[src/rtl/prime_round_ctrl_pkg.sv]
// Shared types and constants for the prime-guessing round controller.
package prime_round_ctrl_pkg;

    typedef enum logic [2:0] {
        IDLE,
        SPIN,
        SETTLE,
        WAIT_GUESS,
        RESULT,
        DONE
    } state_t;

    // Bit n is set when n is prime (2, 3, 5, 7, 11, 13).
    localparam logic [15:0] PRIME_MASK = 16'h28AC;

endpackage

[src/rtl/btn_debounce.sv]
// Debouncer for one active-low push button: the filtered level follows the
// raw input only after it has disagreed for DEBOUNCE_CYC consecutive cycles,
// and press pulses for one cycle on each accepted high-to-low change.
module btn_debounce #(
    parameter int DEBOUNCE_CYC = 4
) (
    input  logic clk,
    input  logic rst,
    input  logic raw_n,
    output logic level,
    output logic press
);

    localparam int CW = (DEBOUNCE_CYC > 1) ? $clog2(DEBOUNCE_CYC) : 1;

    logic          level_q, level_d;
    logic          press_q, press_d;
    logic [CW-1:0] cnt_q, cnt_d;

    // Count consecutive disagreeing cycles; accept the new level on the last one.
    always_comb begin
        level_d = level_q;
        press_d = 1'b0;
        cnt_d   = '0;
        if (raw_n != level_q) begin
            if (cnt_q == CW'(DEBOUNCE_CYC - 1)) begin
                level_d = raw_n;
                press_d = ~raw_n;
            end else begin
                cnt_d = cnt_q + 1'b1;
            end
        end
    end

    // State registers; reset treats the button as released.
    always_ff @(posedge clk) begin
        if (!rst) begin
            level_q <= 1'b1;
            press_q <= 1'b0;
            cnt_q   <= '0;
        end else begin
            level_q <= level_d;
            press_q <= press_d;
            cnt_q   <= cnt_d;
        end
    end

    assign level = level_q;
    assign press = press_q;

endmodule

[src/rtl/prime_round_ctrl.sv]
// Round controller for a "is this number prime?" guessing game: draws a
// number from an external generator, waits for a yes/no guess with a timeout,
// scores the round and stops after MAX_ROUNDS rounds.
module prime_round_ctrl
    import prime_round_ctrl_pkg::*;
#(
    parameter int DEBOUNCE_CYC  = 4,
    parameter int GUESS_TIMEOUT = 255,
    parameter int MAX_ROUNDS    = 10
) (
    input  logic       clk,
    input  logic       rst,
    input  logic       btn_draw_n,
    input  logic       btn_yes_n,
    input  logic       btn_no_n,
    input  logic [3:0] rnd_in,
    output logic       gen_btn_n,
    output logic [3:0] number,
    output logic       result_valid,
    output logic       correct,
    output logic       timeout,
    output logic [3:0] score,
    output logic [3:0] rounds,
    output logic       game_over
);

    localparam int TW = (GUESS_TIMEOUT > 1) ? $clog2(GUESS_TIMEOUT) : 1;

    logic draw_level, draw_press;
    logic yes_level, yes_press;
    logic no_level, no_press;

    btn_debounce #(.DEBOUNCE_CYC(DEBOUNCE_CYC)) u_db_draw (
        .clk(clk), .rst(rst), .raw_n(btn_draw_n), .level(draw_level), .press(draw_press)
    );
    btn_debounce #(.DEBOUNCE_CYC(DEBOUNCE_CYC)) u_db_yes (
        .clk(clk), .rst(rst), .raw_n(btn_yes_n), .level(yes_level), .press(yes_press)
    );
    btn_debounce #(.DEBOUNCE_CYC(DEBOUNCE_CYC)) u_db_no (
        .clk(clk), .rst(rst), .raw_n(btn_no_n), .level(no_level), .press(no_press)
    );

    // Guess buttons act only through their press strobes; levels are dropped here.
    logic unused_guess_levels;
    assign unused_guess_levels = yes_level ^ no_level;

    state_t        state_q, state_d;
    logic          settle_q, settle_d;
    logic [TW-1:0] timer_q, timer_d;
    logic [3:0]    number_q, number_d;
    logic          correct_q, correct_d;
    logic          timeout_q, timeout_d;
    logic [3:0]    score_q, score_d;
    logic [3:0]    rounds_q, rounds_d;
    logic          gen_btn_n_q, gen_btn_n_d;
    logic          result_valid_q, result_valid_d;
    logic          game_over_q, game_over_d;
    logic          enter_result;

    // Next-state and datapath; round scoring is applied on the edge into RESULT.
    always_comb begin
        state_d      = state_q;
        settle_d     = settle_q;
        timer_d      = timer_q;
        number_d     = number_q;
        correct_d    = correct_q;
        timeout_d    = timeout_q;
        score_d      = score_q;
        rounds_d     = rounds_q;
        enter_result = 1'b0;
        case (state_q)
            IDLE: begin
                if (draw_press) state_d = SPIN;
            end
            SPIN: begin
                settle_d = 1'b0;
                if (draw_level) state_d = SETTLE;
            end
            SETTLE: begin
                if (settle_q) begin
                    number_d = rnd_in;
                    timer_d  = '0;
                    state_d  = WAIT_GUESS;
                end else begin
                    settle_d = 1'b1;
                end
            end
            WAIT_GUESS: begin
                if (yes_press ^ no_press) begin
                    correct_d    = yes_press ? PRIME_MASK[number_q] : ~PRIME_MASK[number_q];
                    timeout_d    = 1'b0;
                    enter_result = 1'b1;
                end else if (timer_q == TW'(GUESS_TIMEOUT - 1)) begin
                    correct_d    = 1'b0;
                    timeout_d    = 1'b1;
                    enter_result = 1'b1;
                end else begin
                    timer_d = timer_q + 1'b1;
                end
                if (enter_result) begin
                    state_d  = RESULT;
                    rounds_d = rounds_q + 1'b1;
                    if (correct_d && (score_q != 4'hF)) score_d = score_q + 1'b1;
                end
            end
            RESULT: begin
                state_d = (int'(rounds_q) >= MAX_ROUNDS) ? DONE : IDLE;
            end
            DONE: begin
                state_d = DONE;
            end
            default: begin
                state_d = IDLE;
            end
        endcase
        gen_btn_n_d    = (state_d != SPIN);
        result_valid_d = (state_d == RESULT);
        game_over_d    = (state_d == DONE);
    end

    // State and registered outputs.
    always_ff @(posedge clk) begin
        if (!rst) begin
            state_q        <= IDLE;
            settle_q       <= 1'b0;
            timer_q        <= '0;
            number_q       <= '0;
            correct_q      <= 1'b0;
            timeout_q      <= 1'b0;
            score_q        <= '0;
            rounds_q       <= '0;
            gen_btn_n_q    <= 1'b1;
            result_valid_q <= 1'b0;
            game_over_q    <= 1'b0;
        end else begin
            state_q        <= state_d;
            settle_q       <= settle_d;
            timer_q        <= timer_d;
            number_q       <= number_d;
            correct_q      <= correct_d;
            timeout_q      <= timeout_d;
            score_q        <= score_d;
            rounds_q       <= rounds_d;
            gen_btn_n_q    <= gen_btn_n_d;
            result_valid_q <= result_valid_d;
            game_over_q    <= game_over_d;
        end
    end

    assign gen_btn_n    = gen_btn_n_q;
    assign number       = number_q;
    assign result_valid = result_valid_q;
    assign correct      = correct_q;
    assign timeout      = timeout_q;
    assign score        = score_q;
    assign rounds       = rounds_q;
    assign game_over    = game_over_q;

endmodule

[config.mk]
export PLATFORM = sky130hd
export DESIGN_NAME = prime_round_ctrl
export DESIGN_NICKNAME = d
export VERILOG_FILES = /design/src/rtl/prime_round_ctrl_pkg.sv /design/src/rtl/btn_debounce.sv /design/src/rtl/prime_round_ctrl.sv
export SDC_FILE = /design/constraint.sdc
export NUM_CORES = 1
export LEC_CHECK = 0
export ABC_AREA = 1
export CORE_MARGIN = 4
export CORE_UTILIZATION = 58
export CTS_CLUSTER_SIZE = 28
export DETAILED_ROUTE_END_ITERATION = 6
export PLACE_DENSITY = 0.9
export SYNTH_ARGS = -nofsm -noshare
export SYNTH_HDL_FRONTEND = slang
export SYNTH_SLANG_ARGS = --single-unit
export TNS_END_PERCENT = 50
[constraint.sdc]
create_clock -name clk -period 2.8 [get_ports clk]
set_input_delay 0.56 -clock clk [delete_from_list [all_inputs] [get_ports clk]]
set_output_delay 0.56 -clock clk [all_outputs]
set_load 0.01 [all_outputs]
==> impl_summary.log, run 1 <==
INFO  metric postCtsHoldBufs = 0
INFO  metric min_period = 1.92 ns
INFO  metric routed_wirelength = 3.62 mm
INFO  metric multi_input_comb_area = 985 sq um
INFO  metric cts_buffers = 5
INFO  metric hold_viol = 0
INFO  metric sequential_cell_area = 841 sq um
INFO  metric path_cells = clkdlybuf4s50_1
INFO  metric vias_per_cell = 5.10
INFO  metric grt.overflow.total = 0
INFO  metric grt_pass1_wl = 6.32 mm
INFO  metric crit_path_start_kind = flip-flop
INFO  metric gpl.final_weighted_congestion = 0.801
INFO  metric syn_to_final_growth = 18.1%
INFO  metric run_status = complete, no violations
INFO  metric core-area = 3150 sq um
INFO  metric ioPinCount = 26
INFO  metric synth_sequential_area_ratio = 0.424
INFO  metric critical_path_sink = rounds[2]
INFO  metric max-vdd-ir-drop = 0.000358 V
INFO  metric crit_buf_inv = 1
INFO  metric setup.worst_path.end_class = primary output
INFO  metric post-cts-setup-buffer-count = 0
INFO  metric htreeDepth = 2
INFO  metric max_clock_freq = 520 MHz
INFO  metric syn_area_per_cell = 7.72 sq um
INFO  metric numPlacedInstances = 324
INFO  metric postCtsResizedCells = 0
INFO  metric timing.critical_path.slowest_cell_delay = 0.57 ns
INFO  metric post_synthesis_instance_area = 1980 sq um
INFO  metric hpwl = 2.74 mm
INFO  metric timing.final.crit_share = 0.687
INFO  metric initial_utilization = 0.629
INFO  metric timing.critical_path.depth = 1
INFO  metric drtAntennaViolNets = 0
INFO  metric clkTransAtPathRegs = 0.12 ns
INFO  metric die-width = 66.5 um
INFO  metric detail_route.drc_violations = 0
INFO  metric place_worst_setup_slack = 0.882 ns
INFO  metric worstReg2RegEnd = score[2]
INFO  metric totalNegativeSetupSlack = 0 ns
INFO  metric timing.critical_path.max_delay_family = buffers and inverters
INFO  metric synth-async-reset-ratio = 0
INFO  metric cap_viol_max_count = 0
INFO  metric detailedRoute.firstPassIterationCount = 4
INFO  metric finalPower = 0.954 mW
INFO  metric max_slew_margin = 0.804
INFO  metric routed-via-count = 1693
INFO  metric routed_wirelength_normalized_by_instance_count = 10.9 um
INFO  metric finalHoldWorstSlack = 0.428 ns
INFO  metric rr_startpoint = timer_q[0]
INFO  metric worstPathRequired = 2.24 ns
INFO  metric antenna_violations_before_repair = 0
INFO  metric grt_usage = 0.185
INFO  metric final_cells = 332
INFO  metric postSynthNetCount = 274
INFO  metric clockBufferDepth = 2
INFO  metric drt_iter0_markers = 105
INFO  metric synth_ff_type = sky130_fd_sc_hd__dfxtp_1
INFO  metric crit_path_max_fanout = 5
INFO  metric die_area = 4420 sq um
INFO  metric antenna_cells_inserted = 0
INFO  metric layout-drive-gt1-share = 0.111
INFO  metric crit_path_top_delay_cell = sky130_fd_sc_hd__clkdlybuf4s50_1
INFO  metric clk_root_buffer_cell = sky130_fd_sc_hd__clkbuf_4
INFO  metric rsz0062_at_grt = false
INFO  metric worst_hold_path_class = reg2reg
INFO  metric grt_max_degree = 20
INFO  metric synth_cells = 257
INFO  metric fin_skew = 0.0102 ns
INFO  metric worst-r2r-setup-slack = 1.13 ns
INFO  metric critPathLaunch = rounds[2]
INFO  metric drv_slew = 0
INFO  metric clock_latency = 0.35 ns
INFO  metric fillerInstances = 265
INFO  metric r2r.worst_path.cells = 11
INFO  metric post_synth_num_cell_types = 34
INFO  metric number_of_buffers_added_on_ports = 25
INFO  metric fp.dieH = 66.5 um
INFO  metric critical_path_arrival = 1.36 ns
INFO  metric worst_tran_pin_value = 0.292 ns
INFO  metric postLayoutSetupSlackWorst = 0.876 ns
INFO  metric nNetsFinal = 304
INFO  metric std_cell_rows = 20
INFO  metric critical_path_class = reg2out
INFO  metric synth_edf_count = 0
INFO  metric cellPowerDensity = 407 nW/um^2
INFO  metric first_global_vias = 1557
INFO  metric total_leakage_power = 0.968 nW
INFO  metric cts_tree = yes
INFO  metric synth.ff_latch_count = 42
INFO  metric clock-sinks = 42
INFO  metric yosysWarnings = 0
INFO  metric final_report_setup_violation_count = 0
-- cells in the mapped netlist (2+ instances only) --
library cell / n / area [sq um]
sky130_fd_sc_hd__nand2_2: 4 / 25.0
sky130_fd_sc_hd__nand2_1: 51 / 191
sky130_fd_sc_hd__nand2_4: 2 / 22.5
sky130_fd_sc_hd__a21oi_1: 24 / 120
sky130_fd_sc_hd__nor2_4: 2 / 22.5
sky130_fd_sc_hd__o21ai_0: 11 / 55.1
sky130_fd_sc_hd__xor2_1: 4 / 35.0
sky130_fd_sc_hd__nor2_1: 23 / 86.3
sky130_fd_sc_hd__nor2_2: 2 / 12.5
sky130_fd_sc_hd__inv_1: 32 / 120
sky130_fd_sc_hd__ha_1: 8 / 100
sky130_fd_sc_hd__nand3b_1: 2 / 15.0
sky130_fd_sc_hd__nand3_1: 20 / 100
sky130_fd_sc_hd__nor2_8: 2 / 40.0
sky130_fd_sc_hd__or2_2: 4 / 25.0
sky130_fd_sc_hd__buf_2: 2 / 10.0
sky130_fd_sc_hd__nand4_1: 4 / 25.0
sky130_fd_sc_hd__o21ai_1: 3 / 15.0
sky130_fd_sc_hd__dfxtp_1: 42 / 841
-- stage by stage --
step           utilization  cell area, sq um
3_3_place_gp         0.723              2280
6_report             0.743              2340
2_1_floorplan            -              1980
5_1_grt              0.743              2340
3_5_place_dp         0.723              2280
4_1_cts              0.743              2340
-- worst min-delay path by stage --
stage                             startpoint                 end  slack, ns  cells past startpoint
final                       u_db_no.cnt_q[0]    u_db_no.cnt_q[0]       0.43                      1
after global routing        u_db_no.cnt_q[0]    u_db_no.cnt_q[0]       0.44                      1
after detailed placement    u_db_no.cnt_q[0]    u_db_no.cnt_q[0]       0.41                      1
after CTS                   u_db_no.cnt_q[0]    u_db_no.cnt_q[0]       0.43                      1
after global placement    u_db_draw.cnt_q[0]  u_db_draw.cnt_q[0]       0.41                      1
after floorplan           u_db_draw.cnt_q[0]  u_db_draw.cnt_q[0]       0.40                      1
-- report_power, final --
| part | total (mW) | switching, mW | internal (mW) |
|---|---|---|---|
| sequential | 0.605 | 0.00234 | 0.602 |
| combinational | 0.0373 | 0.0194 | 0.0179 |
| clock | 0.312 | 0.191 | 0.121 |
| total | 0.954 | 0.213 | 0.741 |
-- layer usage --
layer / wire length (um) / up-vias / GRT usage / part of all wire
li1: - / 890 / - / -
met1: 1700 / 761 / 0.218 / 0.47
met2: 1720 / 37 / 0.323 / 0.47
met3: 158 / 5 / 0.0405 / 0.044
met4: 43 / 0 / 0.0761 / 0.012
met5: 0 / - / 0 / 0
-- cell type report --
cell class                      count  area share
Clock buffer                        6      0.0219
Clock inverter                      2     0.00534
Inverter                           35      0.0571
Multi-Input combinational cell    176       0.420
Sequential cell                    42       0.359
Tap cell                           44      0.0235
Timing Repair Buffer               27       0.113
-- cells by family (layout without fill, tap and decap cells) --
| kind of cell | Yosys count | after routing | synth area share |
|---|---|---|---|
| AO/OA/AOI/OAI | 43 | 43 | 0.119 |
| adder cells (fa/ha/maj) | 8 | 8 | 0.0504 |
| buffers and inverters | 39 | 70 | 0.0801 |
| AND/OR/NAND/NOR | 120 | 120 | 0.305 |
| XOR/XNOR | 5 | 5 | 0.0221 |
| flip-flops | 42 | 42 | 0.424 |
-- placed cells by master, fill, tap and decap left out, types with 5 or more instances in the layout --
cell,n
sky130_fd_sc_hd__a21oi_1,24
sky130_fd_sc_hd__o21ai_0,11
sky130_fd_sc_hd__clkdlybuf4s50_1,25
sky130_fd_sc_hd__nor2_1,23
sky130_fd_sc_hd__dfxtp_1,42
sky130_fd_sc_hd__clkbuf_4,5
sky130_fd_sc_hd__inv_1,32
sky130_fd_sc_hd__ha_1,8
sky130_fd_sc_hd__nand3_1,20
sky130_fd_sc_hd__nand2_1,51
-- state kept, by name, summed over array words and instances, names as in the netlist, named ones only --
name	cells
correct	1
game_over	1
gen_btn_n	1
number	4
result_valid	1
rounds	4
score	4
settle_q	1
state_q	3
timeout	1
timer_q	8
u_db_draw.cnt_q	2
u_db_draw.level	1
u_db_draw.press	1
u_db_no.cnt_q	2
u_db_no.level	1
u_db_no.press	1
u_db_yes.cnt_q	2
u_db_yes.level	1
u_db_yes.press	1
(Power assumes the default switching activity.)
==> run 2, diff against run 1 <==
--- a/config.mk
+++ b/config.mk
@@ -7,10 +7,10 @@
 export LEC_CHECK = 0
 export ABC_AREA = 1
 export CORE_MARGIN = 4
-export CORE_UTILIZATION = 58
+export CORE_UTILIZATION = 49
 export CTS_CLUSTER_SIZE = 28
 export DETAILED_ROUTE_END_ITERATION = 6
-export PLACE_DENSITY = 0.9
+export PLACE_DENSITY = 0.82
 export SYNTH_ARGS = -nofsm -noshare
 export SYNTH_HDL_FRONTEND = slang
 export SYNTH_SLANG_ARGS = --single-unit
==> constraint.sdc (replaced) <==
create_clock -name clk -period 1.7 [get_ports clk]
set_input_delay 0.34 -clock clk [delete_from_list [all_inputs] [get_ports clk]]
set_output_delay 0.34 -clock clk [all_outputs]
set_load 0.01 [all_outputs]
==> run 2 against run 1 <==
Setup slack lost 0.80 ns. Critical endpoint unchanged. Register-to-register slack worse by 0.95 ns. Largest power group unchanged. Critical path type unchanged. Clock-buffer cell count decreased by 1.
==> impl_summary.log, run 2 (synthesis gave the netlist of run 1 again) <==
INFO  metric run_status = complete, no violations (unchanged)
INFO  metric drt_iter0_markers = 99 (was 105)
INFO  metric crit_path_max_fanout = 5 (unchanged)
INFO  metric max_clock_freq = 617 MHz
INFO  metric die-width = 71.6 um (was 66.5 um)
INFO  metric combPwrFrac = 0.038 (was 0.039)
INFO  metric max-vdd-ir-drop = 0.000536 V (was 0.000358 V)
INFO  metric most-common-layout-cells = sky130_fd_sc_hd__nand2_1, sky130_fd_sc_hd__dfxtp_1, sky130_fd_sc_hd__inv_1 (unchanged)
INFO  metric timing.final.crit_share = 0.954
INFO  metric postCtsHoldBufs = 0 (unchanged)
INFO  metric finalPower = 1.71 mW (was 0.954 mW)
INFO  metric clock-sinks = 42 (unchanged)
INFO  metric nNetsFinal = 306 (was 304)
INFO  metric clockBufferDepth = 2 (unchanged)
INFO  metric max_slew_margin = 0.769 (was 0.804)
INFO  metric net-switching-power = 0.393 mW (was 0.213 mW)
INFO  metric layout-drive-gt1-share = 0.128 (was 0.111)
INFO  metric worstPathRequired = 1.36 ns (was 2.24 ns)
INFO  metric clock_latency = 0.30 ns (was 0.35 ns)
INFO  metric topRoutingLayerUsed = met4 (unchanged)
INFO  metric fp.dieH = 71.6 um (was 66.5 um)
INFO  metric share_seq_of_total_power = 0.581 (was 0.634)
INFO  metric gpl.final_weighted_congestion = 0.891 (was 0.801)
INFO  metric htreeDepth = 2 (unchanged)
INFO  metric crit_buf_inv = 1 (unchanged)
INFO  metric critical_path_arrival = 1.28 ns (was 1.36 ns)
INFO  metric cellPowerDensity = 709 nW/um^2 (was 407 nW/um^2)
INFO  metric rsz0062_at_grt = false (unchanged)
INFO  metric drtAntennaViolNets = 0 (unchanged)
INFO  metric worst_tran_pin_value = 0.345 ns (was 0.292 ns)
INFO  metric drv_slew = 0 (unchanged)
INFO  metric grt_max_degree = 18 (was 20)
INFO  metric crit_path_top_delay_cell = sky130_fd_sc_hd__clkdlybuf4s50_1 (unchanged)
INFO  metric grt.overflow.total = 0 (unchanged)
INFO  metric ioPinCount = 26 (unchanged)
INFO  metric routed-via-count = 1674 (was 1693)
INFO  metric cap_viol_max_count = 0 (unchanged)
INFO  metric first_global_vias = 1541 (was 1557)
INFO  metric worst_hold_path_class = reg2reg (unchanged)
INFO  metric core-area = 3800 sq um (was 3150 sq um)
INFO  metric std_cell_rows = 22 (was 20)
INFO  metric largest_register = timer_q (unchanged)
INFO  metric power_switching_share = 0.229 (was 0.223)
INFO  metric clkTransAtPathRegs = 0.08 ns (was 0.12 ns)
INFO  metric crit_path_start_kind = flip-flop (unchanged)
INFO  metric dr_wl_met2 = 1.73 mm (was 1.72 mm)
INFO  metric fin_skew = 0.00550 ns (was 0.0102 ns)
INFO  metric largest_register_ffs = 8 (unchanged)
INFO  metric totalNegativeSetupSlack = 0 ns (unchanged)
INFO  metric postLayoutSetupSlackWorst = 0.0784 ns (was 0.876 ns)
INFO  metric vias_per_cell = 4.95 (was 5.10)
INFO  metric detailedRoute.firstPassIterationCount = 4 (unchanged)
INFO  metric routed_wirelength_normalized_by_instance_count = 10.9 um (about the same)
INFO  metric number_of_buffers_added_on_ports = 25 (unchanged)
INFO  metric place_worst_setup_slack = 0.0932 ns (was 0.882 ns)
INFO  metric syn_to_final_growth = 21.8% (was 18.1%)
INFO  metric timing.critical_path.max_delay_family = buffers and inverters (unchanged)
INFO  metric hpwl = 2.78 mm (was 2.74 mm)
INFO  metric grt_pass1_wl = 6.40 mm (was 6.32 mm)
INFO  metric wirelength_met1 = 1.70 mm (about the same)
INFO  metric routed_wirelength = 3.68 mm (was 3.62 mm)
INFO  metric timing.critical_path.slowest_cell_delay = 0.57 ns (about the same)
INFO  metric route.met3.wl = 182 um (was 158 um)
INFO  metric mostFrequentLayoutCell = sky130_fd_sc_hd__nand2_1 (unchanged)
INFO  metric antenna_cells_inserted = 0 (unchanged)
INFO  metric clk_root_buffer_cell = sky130_fd_sc_hd__clkbuf_8 (was sky130_fd_sc_hd__clkbuf_4)
INFO  metric cts_buffers = 5 (unchanged)
INFO  metric path_cells = clkdlybuf4s50_1 (unchanged)
INFO  metric power.clock.fraction = 0.381 (was 0.327)
INFO  metric min_period = 1.62 ns
INFO  metric grt_usage = 0.155 (was 0.185)
INFO  metric total_leakage_power = 1.01 nW (was 0.968 nW)
INFO  metric antenna_violations_before_repair = 0 (unchanged)
INFO  metric detail_route.drc_violations = 0 (unchanged)
INFO  metric initial_utilization = 0.522 (was 0.629)
INFO  metric final_report_setup_violation_count = 0 (unchanged)
INFO  metric setup.worst_path.end_class = primary output (unchanged)
INFO  metric critical_path_class = reg2out (unchanged)
INFO  metric cts_tree = yes (unchanged)
INFO  metric internal_power = 1.32 mW (was 0.741 mW)
INFO  metric hold_viol = 0 (unchanged)
INFO  metric die_area = 5130 sq um (was 4420 sq um)
-- run 2: per-stage QoR --
| stage | std cells | hold WS [ns] | cell area (sq um) | util |
|---|---|---|---|---|
| 2_1_floorplan | 257 | 0.397 | 1980 | - |
| 3_3_place_gp | 330 | 0.408 | 2310 | 0.609 |
| 3_5_place_dp | 330 | 0.410 | 2310 | 0.609 |
| 4_1_cts | 338 | 0.425 | 2410 | 0.633 |
| 5_1_grt | 338 | 0.438 | 2420 | 0.636 |
| 6_report | 338 | 0.418 | 2420 | 0.636 |
-- run 2: final timing paths --
| path | from | to | slack, ns | cells past startpoint |
|---|---|---|---|---|
| max | rounds[2] | rounds[2] | 0.08 | 1 |
| max reg2reg | timer_q[0] | score[3] | 0.18 | 11 |
| min reg2reg | u_db_yes.cnt_q[0] | u_db_yes.cnt_q[0] | 0.42 | 1 |
| min | u_db_yes.cnt_q[0] | u_db_yes.cnt_q[0] | 0.42 | 1 |
-- run 2: per-layer routing --
metal  GRT usage  vias up
met5           0        -
met4      0.0626        0
met3      0.0379        7
met2       0.251       32
met1       0.196      740
li1            -      895
-- run 2: area by class of cell --
class                           instances  area (sq um)
Timing Repair Buffer                   29           293
Sequential cell                        42           841
Multi-Input combinational cell        176           995
Fill cell                             335          1380
Clock buffer                            5          68.8
Clock inverter                          3          25.0
Inverter                               35           134
Tap cell                               48          60.1
-- run 2: power groups by stage --
stage	logic (mW)	clock network (mW)	registers (mW)
floorplan	0.0321	0	1.02
global placement	0.0632	0	1.02
detailed placement	0.0654	0	1.02
CTS	0.0652	0.679	0.995
global route	0.0735	0.710	0.996
finish	0.0650	0.653	0.995
-- run 2: timing repair --
action | in CTS | in global routing
setup endpoints to repair | 0 | 4
hold endpoints to repair | 0 | 0
gates resized for setup | 0 | 4
buffers inserted | 0 | 0
